[config.mk]
export PLATFORM = sky130hd
export DESIGN_NAME = slice_tracker
export DESIGN_NICKNAME = d
export VERILOG_FILES = /design/src/rtl/slice_pkg.sv /design/src/rtl/slice_channel.sv /design/src/rtl/slice_tracker.sv
export SDC_FILE = /design/constraint.sdc
export NUM_CORES = 1
export LEC_CHECK = 0
export ABC_AREA = 1
export BUFFER_PORTS_ARGS = -buffer_cell sky130_fd_sc_hd__buf_2
export CORE_MARGIN = 2
export CORE_UTILIZATION = 57
export CTS_BUF_LIST = sky130_fd_sc_hd__clkbuf_16
export CTS_CLUSTER_DIAMETER = 100
export DETAILED_ROUTE_END_ITERATION = 6
export PLACE_DENSITY = 0.84
export SYNTH_ARGS = -nofsm -noshare
export SYNTH_HDL_FRONTEND = slang
export SYNTH_HIERARCHICAL = 1
export SYNTH_SLANG_ARGS = --single-unit
[constraint.sdc]
create_clock -name clk -period 3 [get_ports clk]
set_input_delay 0.15 -clock clk [delete_from_list [all_inputs] [get_ports clk]]
set_output_delay 0.15 -clock clk [all_outputs]
set_load 0.05 [all_outputs]
[src/rtl/slice_pkg.sv]
`default_nettype none
// +----------------------------------------------------------------------+
// | slice_pkg : shared width helpers and level-to-piece-count mapping    |
// | Rev 1.0                                                              |
// +----------------------------------------------------------------------+
package slice_pkg;

  // Level register width; covers MAX_LEVEL up to 7.
  localparam int c_LW = 3;

  function automatic int calc_cw(input int max_level);
    return max_level + 1;
  endfunction

  function automatic int calc_cdw(input int cooldown);
    return (cooldown < 1) ? 1 : $clog2(cooldown + 1);
  endfunction

  // Piece count for a level: 0 at level 0, otherwise 2^level.
  function automatic logic [7:0] level_to_count(input logic [c_LW-1:0] level);
    return (level == '0) ? 8'd0 : (8'd1 << level);
  endfunction

endpackage
`default_nettype wire

[src/rtl/slice_channel.sv]
`default_nettype none
// +----------------------------------------------------------------------+
// | slice_channel : one object's slice level, lockout and edge detector  |
// | Rev 1.0                                                              |
// +----------------------------------------------------------------------+
module slice_channel
  import slice_pkg::*;
#(
  parameter int MAX_LEVEL = 4,
  parameter int WRAP      = 1,
  parameter int COOLDOWN  = 3
) (
  input  logic                 clk,
  input  logic                 rst,
  input  logic                 i_slice,
  input  logic                 i_clr,
  output logic [MAX_LEVEL:0]   o_count,
  output logic                 o_full,
  output logic                 o_accept,
  output logic                 o_wrap
);

  localparam int                c_CDW     = calc_cdw(COOLDOWN);
  localparam logic [c_LW-1:0]   c_MAX     = c_LW'(MAX_LEVEL);
  localparam logic [c_CDW-1:0]  c_CD_LOAD = c_CDW'(COOLDOWN);
  localparam logic              c_WRAP    = (WRAP != 0);

  logic [c_LW-1:0]  r_level;
  logic [c_CDW-1:0] r_cd;
  logic             r_slice_q;
  logic             r_accept;
  logic             r_wrap;

  logic             w_edge;
  logic             w_full;
  logic             w_accept;
  logic [7:0]       w_count8;
  logic             w_unused_cnt;

  assign w_edge   = i_slice & ~r_slice_q;
  assign w_full   = (r_level == c_MAX);
  assign w_accept = w_edge & (r_cd == '0) & ~i_clr & ~(~c_WRAP & w_full);

  always_ff @(posedge clk) begin
    if (rst) begin
      r_level   <= '0;
      r_cd      <= '0;
      r_slice_q <= 1'b1;
      r_accept  <= 1'b0;
      r_wrap    <= 1'b0;
    end else begin
      r_slice_q <= i_slice;
      r_accept  <= w_accept;
      r_wrap    <= 1'b0;
      if (i_clr) begin
        r_level <= '0;
        r_cd    <= '0;
      end else if (w_accept) begin
        // Saturate mode never accepts at max, so w_full here implies wrap.
        r_level <= w_full ? '0 : r_level + 3'd1;
        r_wrap  <= c_WRAP & w_full;
        r_cd    <= c_CD_LOAD;
      end else if (r_cd != '0) begin
        r_cd <= r_cd - 1'b1;
      end
    end
  end

  assign w_count8     = level_to_count(r_level);
  assign w_unused_cnt = ^w_count8;
  assign o_count      = w_count8[MAX_LEVEL:0];
  assign o_full       = w_full;
  assign o_accept     = r_accept;
  assign o_wrap       = r_wrap;

endmodule
`default_nettype wire

[src/rtl/slice_tracker.sv]
`default_nettype none
// +----------------------------------------------------------------------+
// | slice_tracker : NUM_CH independent slice channels, packed outputs    |
// | Rev 1.0                                                              |
// +----------------------------------------------------------------------+
module slice_tracker
  import slice_pkg::*;
#(
  parameter int NUM_CH    = 4,
  parameter int MAX_LEVEL = 4,
  parameter int WRAP      = 1,
  parameter int COOLDOWN  = 3
) (
  input  logic                              clk,
  input  logic                              rst,
  input  logic [NUM_CH-1:0]                 slice_i,
  input  logic [NUM_CH-1:0]                 clr_i,
  output logic [NUM_CH*(MAX_LEVEL+1)-1:0]   slice_num_o,
  output logic [NUM_CH-1:0]                 full_o,
  output logic [NUM_CH-1:0]                 accept_o,
  output logic [NUM_CH-1:0]                 wrap_o
);

  localparam int c_CW = calc_cw(MAX_LEVEL);

  for (genvar c = 0; c < NUM_CH; c++) begin : g_ch
    slice_channel #(
      .MAX_LEVEL (MAX_LEVEL),
      .WRAP      (WRAP),
      .COOLDOWN  (COOLDOWN)
    ) u_channel (
      .clk      (clk),
      .rst      (rst),
      .i_slice  (slice_i[c]),
      .i_clr    (clr_i[c]),
      .o_count  (slice_num_o[c*c_CW +: c_CW]),
      .o_full   (full_o[c]),
      .o_accept (accept_o[c]),
      .o_wrap   (wrap_o[c])
    );
  end

endmodule
`default_nettype wire

==> results.json <==
{
  "hold_slack_ns": 0.0796,
  "postCtsSetupBuffers": 0,
  "power_density_nw_per_um2": 482,
  "antenna_found_initial": 0,
  "rows": 20,
  "syn2layout_area_growth_pct": 17.6,
  "place_hpwl_um": 2230,
  "dp_slack_ns": 1.69,
  "synth.distinct_cells": 17,
  "coreArea_um2": 3050,
  "cts_root_buffer": "clkbuf_16",
  "yosys-top-cells-count": "nand2_1, inv_1, dfxtp_1, ha_1, nor2_1",
  "rsz0062_at_grt": "no",
  "cts.sink_count": 32,
  "finalCritPeriodShare_pct": 53.6,
  "cts.path.max_buffers": 2,
  "h-tree-depth": 2,
  "fin_util_pct": 70.0,
  "first_global_vias": 1378,
  "synth-seq-cells": 32,
  "cp.arrival_ns": 1.46,
  "end_kind": "primary output",
  "ys_seq_area_share_pct": 35.3,
  "avgViaCountPerCell": 4.65,
  "hold_viol": 0,
  "tritoncts": "done",
  "clk_pin_slew_ns": 0.05,
  "first_pass_iters": 4,
  "drive_gt1_share_pct": 22.0,
  "cts_inserted_buffers": 5,
  "multiInputGateArea_um2": 966,
  "synth_top_cell_by_area": "dfxtp_1",
  "wl_um": 3100,
  "postSynthCellCount": 236,
  "grt_max_degree": 17,
  "p_leak_nw": 1.15,
  "diodes": 0,
  "ys.warnings.count": 6,
  "finalSetupViolations": 0,
  "dieArea_um2": 3650,
  "clock_latency_ns": 0.27,
  "async_flop_share_pct": 0,
  "fill_cells": 272,
  "cts_hold_buffers": 0,
  "synthFlopType": "dfxtp_1",
  "vias": 1474,
  "fmax_mhz": 622,
  "gp_congestion": 0.843,
  "ant_nets": 0,
  "hold_class": "in -> reg",
  "overflow": 0,
  "final.setup.tns_ns": 0,
  "synth_edf_count": 0,
  "drc": 0,
  "post-synth-top-count-cell": "nand2_1",
  "regArea_um2": 641,
  "syn_area_per_cell_um2": 7.70,
  "pin_count": 42,
  "worstSetupStartpointType": "register",
  "die_w_um": 60.5,
  "port-buffer-count": 37,
  "cp.required_ns": 2.85,
  "grt_pass1_wl_um": 5380,
  "maxSlewViolCount": 0,
  "irDropWorstVdd_v": 0.000513,
  "worst_clock_skew_ns": 0.00272,
  "power.total_mw": 1.03,
  "finalNetCount": 306,
  "fp.dieH_um": 60.5,
  "layout_setup_ws_ns": 1.39,
  "fin_crit_ns": 1.61,
  "wire_per_inst_um": 9.79,
  "crit_path_max_fanout": 5,
  "critPathKind": "reg -> out",
  "drv_cap": 0,
  "start_util_pct": 59.5,
  "first_iter_violations": 44,
  "synth.top_cell.area_share_pct": 35.3,
  "cts_resized": 0,
  "syn_area_um2": 1820,
  "synth.area.top_cells": "dfxtp_1, ha_1, nand2_1",
  "syn_nets": 270,
  "grt_usage_pct": 20.3,
  "outcome": "completed"
}
## final cells by class
type | instances | share of cell area (%)
clock buffers | 5 | 5.86
clock inverters | 3 | 0.644
inverters | 40 | 7.03
multi-input cells | 156 | 45.2
flip-flops and latches | 32 | 30.0
well taps | 44 | 2.58
repair buffers | 37 | 8.67
## critical path, cell delays in order (launching register included)
cell     delay [ns]
dfxtp_1        0.33
inv_1          0.13
ha_1           0.23
nand2_1        0.14
inv_1          0.10
buf_2          0.26
## metrics by stage
stage,cell area [um^2],cells
floorplan,1820,236
global placement,2000,309
detailed placement,2000,309
CTS,2140,317
global route,2140,317
finish,2140,317
## cells in the final DEF (no fill, tap or decap)
cell type,instances
clkbuf_16,5
clkinv_2,2
a21oi_1,8
inv_2,4
clkinv_1,1
xor2_1,4
nand2_4,4
conb_1,4
nor3_1,4
a21boi_0,4
or2_2,4
buf_2,37
nand2_1,48
nand3_1,16
dfxtp_1,32
nor2_4,4
ha_1,24
inv_1,36
nor2_1,24
nor3b_1,8
## metal layers
metal / vias to the layer above / global-route usage [%] / wire [um]
met4: 0 / 10.9 / 63
met5: - / 0 / 0
met1: 653 / 21.4 / 1380
met2: 33 / 35.4 / 1500
met3: 6 / 7.04 / 153
li1: 782 / - / -
## power breakdown
group / total [mW] / switching [mW] / internal [mW]
combinational: 0.112 / 0.0768 / 0.0354
clock: 0.473 / 0.172 / 0.300
sequential: 0.444 / 0.00677 / 0.437
total: 1.03 / 0.256 / 0.773
## path summary, 6_finish.rpt
check	from	to	slack [ns]	cells past startpoint
worst max-delay path	g_ch[2].u_channel/r_level[0]	slice_num_o[14]	1.39	5
worst min-delay path	slice_i[3]	g_ch[3].u_channel/r_slice_q	0.08	2
worst min register to register	g_ch[3].u_channel/r_cd[1]	g_ch[3].u_channel/r_cd[1]	0.55	4
worst max register to register	g_ch[3].u_channel/r_level[0]	g_ch[3].u_channel/r_level[2]	1.79	7
## sequential cells by signal, summed over array words and instances (netlist names)
register                  count
g_ch.u_channel/r_slice_q      4
g_ch.u_channel/r_level       12
g_ch.u_channel/o_wrap         4
g_ch.u_channel/r_cd           8
g_ch.u_channel/o_accept       4
## cell families after synthesis
| logic type | after synthesis | share of synthesized area, % |
|---|---|---|
| AND/OR/NAND/NOR | 112 | 30.0 |
| buffers and inverters | 48 | 11.6 |
| flip-flops | 32 | 35.3 |
| adder cells (fa/ha/maj) | 24 | 16.5 |
| AO/OA/AOI/OAI | 12 | 3.86 |
| XOR/XNOR | 4 | 1.93 |
| other | 4 | 0.826 |
No activity file was read; power rests on OpenSTA's default activity.
